`config.mk`:
```
export PLATFORM = sky130hd
export DESIGN_NAME = branch_predictor
export DESIGN_NICKNAME = d
export VERILOG_FILES = /design/src/rtl/branch_predictor_pkg.sv /design/src/rtl/branch_predictor_btb.sv /design/src/rtl/branch_predictor.sv
export SDC_FILE = /design/constraint.sdc
export NUM_CORES = 2
export LEC_CHECK = 0
export CAP_MARGIN = 20
export CORE_ASPECT_RATIO = 0.8
export CORE_MARGIN = 3
export CORE_UTILIZATION = 40
export CTS_CLUSTER_DIAMETER = 30
export DETAILED_ROUTE_END_ITERATION = 16
export GPL_TIMING_DRIVEN = 1
export SETUP_SLACK_MARGIN = 0.05
export SLEW_MARGIN = 20
export SYNTH_ARGS = -nofsm -noshare
export SYNTH_HDL_FRONTEND = slang
export SYNTH_HIERARCHICAL = 1
export SYNTH_SLANG_ARGS = --single-unit
```
`constraint.sdc`:
```
create_clock -name clock -period 6.66 [get_ports clock]
set_input_delay 1.332 -clock clock [delete_from_list [all_inputs] [get_ports clock]]
set_output_delay 1.332 -clock clock [all_outputs]
set_load 0.1 [all_outputs]
```
`src/rtl/branch_predictor_pkg.sv`:
```
// Shared types, sizes and counter update rule for the fetch-side branch predictor.
// Optional feature macro: BP_GSHARE_EN (global-history XOR indexing of the counter table).
`ifndef XLEN
`define XLEN 32
`endif

package branch_predictor_pkg;

  localparam int unsigned XLEN        = `XLEN;
  localparam int unsigned BTB_ENTRIES = 32;
  localparam int unsigned BTB_IDX_W   = $clog2(BTB_ENTRIES);
  localparam int unsigned BHT_ENTRIES = 64;
  localparam int unsigned BHT_IDX_W   = $clog2(BHT_ENTRIES);
  localparam int unsigned TAG_W       = 8;
  localparam int unsigned GHR_W       = 6;
  localparam int unsigned TAG_LSB     = BTB_IDX_W + 2;
  localparam int unsigned TAG_MSB     = TAG_W + BTB_IDX_W + 1;

  typedef logic [1:0] bp_cnt_t;

  typedef struct packed {
    logic             valid;
    logic [TAG_W-1:0] tag;
    logic [XLEN-1:0]  target;
  } bp_btb_entry_t;

  localparam bp_cnt_t BP_STRONG_NT = 2'b00;
  localparam bp_cnt_t BP_WEAK_NT   = 2'b01;
  localparam bp_cnt_t BP_STRONG_T  = 2'b11;

  // Two-bit saturating counter step toward the resolved direction.
  function automatic bp_cnt_t bp_cnt_next(input bp_cnt_t cnt, input logic taken);
    bp_cnt_t res;
    res = cnt;
    if (taken) begin
      if (cnt != BP_STRONG_T) res = cnt + 2'd1;
    end else begin
      if (cnt != BP_STRONG_NT) res = cnt - 2'd1;
    end
    return res;
  endfunction

endpackage

```
`src/rtl/branch_predictor_btb.sv`:
```
// Direct-mapped branch target buffer: two combinational read ports, two write ports (slot 1 wins).
module bp_btb
  import branch_predictor_pkg::*;
(
  input  logic                 clock,
  input  logic                 reset,
  input  logic [1:0][XLEN-1:0] rd_pc,
  output logic [1:0]           hit_c,
  output logic [1:0][XLEN-1:0] target_c,
  input  logic [1:0]           wr_en,
  input  logic [1:0][XLEN-1:0] wr_pc,
  input  logic [1:0][XLEN-1:0] wr_target
);

  bp_btb_entry_t entries [BTB_ENTRIES];

  logic [1:0][BTB_IDX_W-1:0] rd_idx;
  logic [1:0][BTB_IDX_W-1:0] wr_idx;
  logic [1:0][TAG_W-1:0]     rd_tag;
  logic [1:0][TAG_W-1:0]     wr_tag;

  // PC bits outside index/tag are intentionally ignored.
  logic unused_pc_bits;
  assign unused_pc_bits = ^{rd_pc[0][XLEN-1:TAG_MSB+1], rd_pc[0][1:0],
                            rd_pc[1][XLEN-1:TAG_MSB+1], rd_pc[1][1:0],
                            wr_pc[0][XLEN-1:TAG_MSB+1], wr_pc[0][1:0],
                            wr_pc[1][XLEN-1:TAG_MSB+1], wr_pc[1][1:0]};

  // Field extraction and tag compare for both read ports.
  always_comb begin
    rd_idx   = '0;
    wr_idx   = '0;
    rd_tag   = '0;
    wr_tag   = '0;
    hit_c    = '0;
    target_c = '0;
    for (int s = 0; s < 2; s++) begin
      rd_idx[s]   = rd_pc[s][BTB_IDX_W+1:2];
      rd_tag[s]   = rd_pc[s][TAG_MSB:TAG_LSB];
      wr_idx[s]   = wr_pc[s][BTB_IDX_W+1:2];
      wr_tag[s]   = wr_pc[s][TAG_MSB:TAG_LSB];
      hit_c[s]    = entries[rd_idx[s]].valid && (entries[rd_idx[s]].tag == rd_tag[s]);
      target_c[s] = entries[rd_idx[s]].target;
    end
  end

  // Entry storage; slot 1 is written last so it overrides slot 0 on an index clash.
  always_ff @(posedge clock) begin
    if (reset) begin
      for (int i = 0; i < BTB_ENTRIES; i++) entries[i].valid <= 1'b0;
    end else begin
      for (int s = 0; s < 2; s++) begin
        if (wr_en[s]) begin
          entries[wr_idx[s]] <= '{valid: 1'b1, tag: wr_tag[s], target: wr_target[s]};
        end
      end
    end
  end

endmodule

```
`src/rtl/branch_predictor.sv`:
```
// Two-wide BTB + 2-bit counter branch predictor with combinational lookup and retire-time training.
// Optional feature macro: BP_GSHARE_EN (counter index XORed with a retire-updated global history).
module branch_predictor
  import branch_predictor_pkg::*;
(
  input  logic                 clock,
  input  logic                 reset,
  input  logic [1:0]           fetch_valid,
  input  logic [1:0][XLEN-1:0] fetch_pc,
  output logic [1:0]           pred_take,
  output logic [1:0][XLEN-1:0] pred_target,
  input  logic [1:0]           upd_valid,
  input  logic [1:0][XLEN-1:0] upd_pc,
  input  logic [1:0]           upd_taken,
  input  logic [1:0][XLEN-1:0] upd_target
);

  bp_cnt_t bht [BHT_ENTRIES];

  logic [1:0]                upd_en;
  logic [1:0][BHT_IDX_W-1:0] rd_bht_idx;
  logic [1:0][BHT_IDX_W-1:0] wr_bht_idx;
  logic [1:0]                btb_hit;
  logic [1:0][XLEN-1:0]      btb_target;
  bp_cnt_t                   cnt0_next;
  bp_cnt_t                   cnt1_old;
  bp_cnt_t                   cnt1_next;

  // Slot 1 only counts when slot 0 also retires.
  assign upd_en = {upd_valid[1] & upd_valid[0], upd_valid[0]};

`ifdef BP_GSHARE_EN
  logic [GHR_W-1:0] ghr;
  logic [GHR_W-1:0] ghr_mid;
  logic [GHR_W-1:0] ghr_next;

  // History after slot 0's shift and after both shifts.
  always_comb begin
    ghr_mid  = upd_en[0] ? {ghr[GHR_W-2:0], upd_taken[0]} : ghr;
    ghr_next = upd_en[1] ? {ghr_mid[GHR_W-2:0], upd_taken[1]} : ghr_mid;
  end

  // Non-speculative global history register.
  always_ff @(posedge clock) begin
    if (reset) ghr <= '0;
    else       ghr <= ghr_next;
  end

  // Gshare indices: fetch uses current history, slot 1 update sees slot 0's shift.
  always_comb begin
    rd_bht_idx    = '0;
    rd_bht_idx[0] = fetch_pc[0][BHT_IDX_W+1:2] ^ BHT_IDX_W'(ghr);
    rd_bht_idx[1] = fetch_pc[1][BHT_IDX_W+1:2] ^ BHT_IDX_W'(ghr);
    wr_bht_idx    = '0;
    wr_bht_idx[0] = upd_pc[0][BHT_IDX_W+1:2] ^ BHT_IDX_W'(ghr);
    wr_bht_idx[1] = upd_pc[1][BHT_IDX_W+1:2] ^ BHT_IDX_W'(ghr_mid);
  end
`else
  // Bimodal indices straight from the PC.
  always_comb begin
    rd_bht_idx    = '0;
    rd_bht_idx[0] = fetch_pc[0][BHT_IDX_W+1:2];
    rd_bht_idx[1] = fetch_pc[1][BHT_IDX_W+1:2];
    wr_bht_idx    = '0;
    wr_bht_idx[0] = upd_pc[0][BHT_IDX_W+1:2];
    wr_bht_idx[1] = upd_pc[1][BHT_IDX_W+1:2];
  end
`endif

  bp_btb u_btb (
    .clock     (clock),
    .reset     (reset),
    .rd_pc     (fetch_pc),
    .hit_c     (btb_hit),
    .target_c  (btb_target),
    .wr_en     (upd_en & upd_taken),
    .wr_pc     (upd_pc),
    .wr_target (upd_target)
  );

  // Counter next values; a same-index slot 1 update chains off slot 0's result.
  always_comb begin
    cnt0_next = bp_cnt_next(bht[wr_bht_idx[0]], upd_taken[0]);
    cnt1_old  = (upd_en[0] && (wr_bht_idx[1] == wr_bht_idx[0])) ? cnt0_next : bht[wr_bht_idx[1]];
    cnt1_next = bp_cnt_next(cnt1_old, upd_taken[1]);
  end

  // Counter table training at retire.
  always_ff @(posedge clock) begin
    if (reset) begin
      for (int i = 0; i < BHT_ENTRIES; i++) bht[i] <= BP_WEAK_NT;
    end else begin
      if (upd_en[0]) bht[wr_bht_idx[0]] <= cnt0_next;
      if (upd_en[1]) bht[wr_bht_idx[1]] <= cnt1_next;
    end
  end

  // Zero-latency prediction from pre-update table contents.
  always_comb begin
    pred_take   = '0;
    pred_target = '0;
    for (int s = 0; s < 2; s++) begin
      pred_take[s]   = fetch_valid[s] & btb_hit[s] & bht[rd_bht_idx[s]][1];
      pred_target[s] = pred_take[s] ? btb_target[s] : fetch_pc[s] + XLEN'(4);
    end
  end

  // A younger retiring branch without the older one is a pipeline bug.
  slot1_needs_slot0: assert property (@(posedge clock) disable iff (reset)
                                      !(upd_valid[1] && !upd_valid[0]));

endmodule

```
# Word level (Yosys, flattened, before mapping)
# Memories as Yosys holds them, arrays and structs flattened.
# Index checks and enable logic that the tools add are counted.
[word_totals]
mem_bits_rw = 1440
wordCells = 63
reg_bits = 0
mem_count = 2
input_bits = 200
[op_classes]
reduce_logical = 9
eq_ne = 5
muxes = 35
n_addsub = 6
bitwise = 6
[mem_list]
columns = ["memory", "words", "word_bits", "rd", "rd_ports_with_merged_regs", "write_ports", "line_no", "source"]
rows = [
  ["u_btb.entries", 32, 41, 2, 0, 32, "branch_predictor_btb.sv:15", "bp_btb_entry_t entries [BTB_ENTRIES];"],
  ["bht", 64, 2, 4, 0, 64, "branch_predictor.sv:18", "bp_cnt_t bht [BHT_ENTRIES];"],
]
[ops]
columns = ["operator", "n"]
rows = [
  ["two-way mux 41 bit", 2],
  ["OR reduction 41 bit", 2],
  ["adder 32 x 3 -> 32 bit, second input constant", 2],
  ["two-way mux 32 bit", 2],
  ["two-way mux 2 bit", 11],
  ["equality test 8 bit", 2],
  ["two-way mux 1 bit", 16],
  ["two-way mux 6 bit", 2],
  ["two-way mux 5 bit", 2],
  ["equality test 6 bit", 1],
  ["bitwise AND 1 bit", 5],
  ["adder 2 x 1 -> 2 bit, second input constant", 2],
  ["inequality test 2 bit, second input constant", 2],
  ["nonzero test 2 bit", 2],
  ["OR reduction 2 bit", 2],
  ["subtractor 2 x 1 -> 2 bit, second input constant", 2],
  ["logical AND 1 bit", 3],
  ["bitwise AND 2 bit", 1],
]

# Depth between registers and ports, before layout
# An unclocked memory read counts as a cell.
[depth]
depth_word = 9
mapped_depth = 18
mapped_depth_nobuf = 11

# Modules after synthesis
# The synthesis kept the hierarchy.
[by_module_without_submodules]
columns = ["mod", "cells_per_inst", "area_each_um2", "instances", "seq_area_each_um2"]
rows = [
  ["bp_btb", 4649, 73854.6, 1, 39077.5],
  ["branch_predictor", 1431, 12224.2, 1, 3843.7],
]

# Worst setup path after synthesis
# No wires, ideal clock.
[synth_path]
kind = "input to output"
start = "in fetch_pc[34] in the netlist's numbering"
end = "out pred_target[34] in the netlist's numbering"
arrival_time_ns = 6.125
path_buffers = 5
path_slack_ns = -0.797
required_ns = 5.328
cell_stages = 13
cell_sequence = "buf_2 > buf_2 > buf_1 > mux4_2 > a22oi_1 > a21oi_1 > o2111ai_1 > nor3_1 > nand2_1 > a211oi_1 > buf_2 > buf_2 > o21ai_0"
[synth_lines]
columns = ["item", "line_no", "source"]
rows = [
  ["start: declaration", "branch_predictor.sv:9", "input logic [1:0][XLEN-1:0] fetch_pc,"],
  ["end: declaration", "branch_predictor.sv:11", "output logic [1:0][XLEN-1:0] pred_target,"],
]

==> impl_metrics.yaml <==
routing:
  firstDrtPassIters: 9
  drt_iter0_drc: 12400
  drt-total-wl_um: 400000
  detail-route-antenna-nets: 0
  wl_met3_um: 72200
  highest_layer: "met5"
  vias_per_cell: 7.54
  drcViolationCount: 0
  wl_met1_um: 141000
  avgRoutedWirePerCell_um: 43.1
  vias: 70000
  wl_met2_um: 159000
sta:
  worst_slew_pin_slew_ps: 1300
  rsz0062_at_grt: "yes"
  post-route-period-util_pct: 99.0
  setup_ws_ps: 66.2
  fmaxAchievable_ghz: 0.152
  hold_ws_ps: 470
  hold_violations: 0
  relSlewSlack_pct: 12.7
  fin_skew_ps: 69.7
  fin_crit_ps: 6590
  setup_violations: 0
  finalMaxSlewViolations: 0
cts:
  htreeDepth: 5
  clkLatencyLatePin_ps: 870
  tritoncts: "done"
  cts_buffer_depth: 4
  cts.sinks: 1440
  postCtsSetupRepairBufs: 0
  clk_pin_slew_ps: 40
  cts_made_buffers: 328
  cts_hold_buffers: 0
  cts-root-buf: "clkbuf_16"
floorplan:
  die_w_um: 525
  core_area_mm2: 0.213
  num_rows: 151
  initial_core_util_pct: 40.4
  dieArea_mm2: 0.221
  io_pins: 266
  die_h_um: 421
hold_path:
  hold_class: "reg2reg"
  whs_endpoint: "u_btb/entries[2][40]"
  hold_depth: 1
  min-delay-start: "u_btb/entries[2][40]"
place:
  io_buffers: 227
  post-place-ws_ps: -46.7
  dp_hpwl_um: 226000
  place_congestion: 1.04
worst_setup_path:
  cp_data_arrival_time_ps: 5260
  r2r-end: "bht[26][1]"
  critPathLaunch: "fetch_pc[37]"
  r2r_slack_ps: 2160
  critPathRequiredTime_ps: 5330
  critPathLaunchType: "input pin"
  worstSetupPathType: "in2out"
  critPathMaxFanout: 28
  regToRegStartpoint: "bht[31][1]"
  r2r_cells: 10
  cp-end-kind: "output pin"
grt:
  grt_pass1_wl_um: 541000
  grtUsageTotal_pct: 34.9
  grt_max_degree: 83
  grt_remaining_overflow: 0
  grt_pass1_vias: 67200
  antenna_found_initial: 32
layout:
  nNetsFinal: 6379
  final_layout_size_suffix_gt1_share_pct: 31.9
  area_growth_pct: 21.7
yosys:
  synth_edf_count: 1408
  synth_cells: 6080
  synth-seq-cells: 1440
  synth_cell_types: 76
  synthMuxAreaShare_pct: 23.5
  synthAdderAreaFrac_pct: 0.0683
  synthFlopType: "edfxtp_1"
  syn_area_mm2: 0.0861
  synth_compound_area_share_pct: 16.7
  ys_seq_area_share_pct: 49.9
  syn_area_per_cell_um2: 14.2
  ys_async_sr_fraction_pct: 0
  synth_top_family_by_area: "multiplexers"
  syn_nets: 6282
  synthSimpleGateAreaFrac_pct: 5.10
  synth_commonest_cells: "edfxtp_1 (1408), a22o_1 (1288), mux4_2 (817)"
  synth_area_leader_cell: "edfxtp_1"
  synth_top_area_share_pct: 49.1
  synth_area_leaders: "edfxtp_1 (49%), mux4_2 (21%), a22o_1 (13%), clkbuf_1 (2.9%), nand2_1 (1.6%)"
  yosysMostFrequentCell: "edfxtp_1"
  synth_xor_area_share_pct: 0.794
  yosysWarnings: 6
pwr:
  power_density_mw_per_mm2: 275
  p_leak_nw: 30.9
  peakVddDrop_mv: 0.222
run:
  cap_violations: 0
outcome:
  outcome: "finished, final reports clean"
## per-layer routing
layer  vias up  global-route usage [%]
met5         -                   0.430
met3      1469                    16.2
met1     35500                    46.4
li1      25800                       -
met2      7300                    46.7
met4        28                    19.9
## how the worst max path moves through the flow
stage | endpoint | slack (ps) | cells past startpoint
3_3_place_gp | pred_target[6] | 50 | 13
2_1_floorplan | pred_target[36] | -400 | 12
3_5_place_dp | pred_target[6] | -50 | 14
6_report | pred_target[63] | 70 | 16
4_1_cts | pred_target[63] | 80 | 16
5_1_grt | pred_target[63] | 40 | 16
## state kept, by name (all words and copies together) (netlist names)
| signal | cells |
|---|---|
| u_btb/entries | 1312 |
| bht | 128 |
## stage by stage
step | instances | instance area [um^2] | utilization (%) | power (mW) | TNS [ps]
after floorplan | 6080 | 86100 | - | 11.4 | -6780
after global placement | 8676 | 93600 | 44.0 | 12.2 | 0
after detailed placement | 8676 | 93500 | 43.9 | 12.2 | -85.0
after CTS | 9266 | 105000 | 49.2 | 28.7 | 0
after global routing | 9273 | 105000 | 49.2 | 29.3 | 0
final | 9286 | 105000 | 49.2 | 28.8 | 0
## area by class of cell
class | count | area, um^2
sequential | 1440 | 42900
fill | 17800 | 108000
antenna | 19 | 47.5
clock buffer | 365 | 8430
multi-input combinational | 3782 | 40700
tap | 2830 | 3540
inverter | 17 | 63.8
timing repair buffer | 608 | 6240
clock inverter | 225 | 2840
## report_power, final
group	leakage, nW	internal (mW)	switching, mW
registers	10.3	9.91	0.0524
clock network	5.39	11.2	5.49
logic	15.3	0.694	1.49
## critical path, cell delays in order
cell	delay [ps]
buf_6	300
nor2b_1	610
a221oi_1	200
nand2_1	140
nand4_1	280
xnor2_1	290
o2111ai_2	240
nor3_2	380
buf_4	170
nand2_1	70
a211oi_4	220
buf_12	210
buf_4	240
nand2_1	90
o21ai_0	160
buf_12	230
## cells in the final DEF (no fill, tap or decap), types with 27 or more instances in the layout
cell type	n
a21o_1	32
a21oi_1	82
a221oi_1	35
a22o_1	1288
a22oi_1	41
a31oi_1	58
and3_1	29
buf_12	118
buf_2	54
buf_4	327
bufinv_16	53
clkbuf_1	33
clkbuf_16	333
clkdlybuf4s50_1	97
clkinv_1	46
clkinv_2	36
clkinvlp_4	35
dfxtp_1	32
edfxtp_1	1408
mux2_2	60
mux2i_1	102
mux4_2	817
nand2_1	357
nand3_1	116
nor2_1	129
nor2_4	65
nor2b_1	27
nor3_1	70
o21ai_0	107
o21ai_4	32
xnor2_1	31
xor2_1	47
## cells by family after synthesis
logic type | after synthesis
DFF | 1440
muxes | 984
adders and majority gates | 5
and+or+nand+nor | 939
buffers and inverters | 858
AOI/OAI and AO/OA | 1776
xor gates and xnor gates | 78
## timing repair
| item | in CTS | in global routing |
|---|---|---|
| pin swaps | 0 | 2 |
| hold endpoints to repair | 0 | 0 |
| cloned | 0 | 1 |
| resized for setup | 2 | 8 |
| endpoints found under the setup margin | 5 | 35 |
Power figures use the tool's default switching activity.
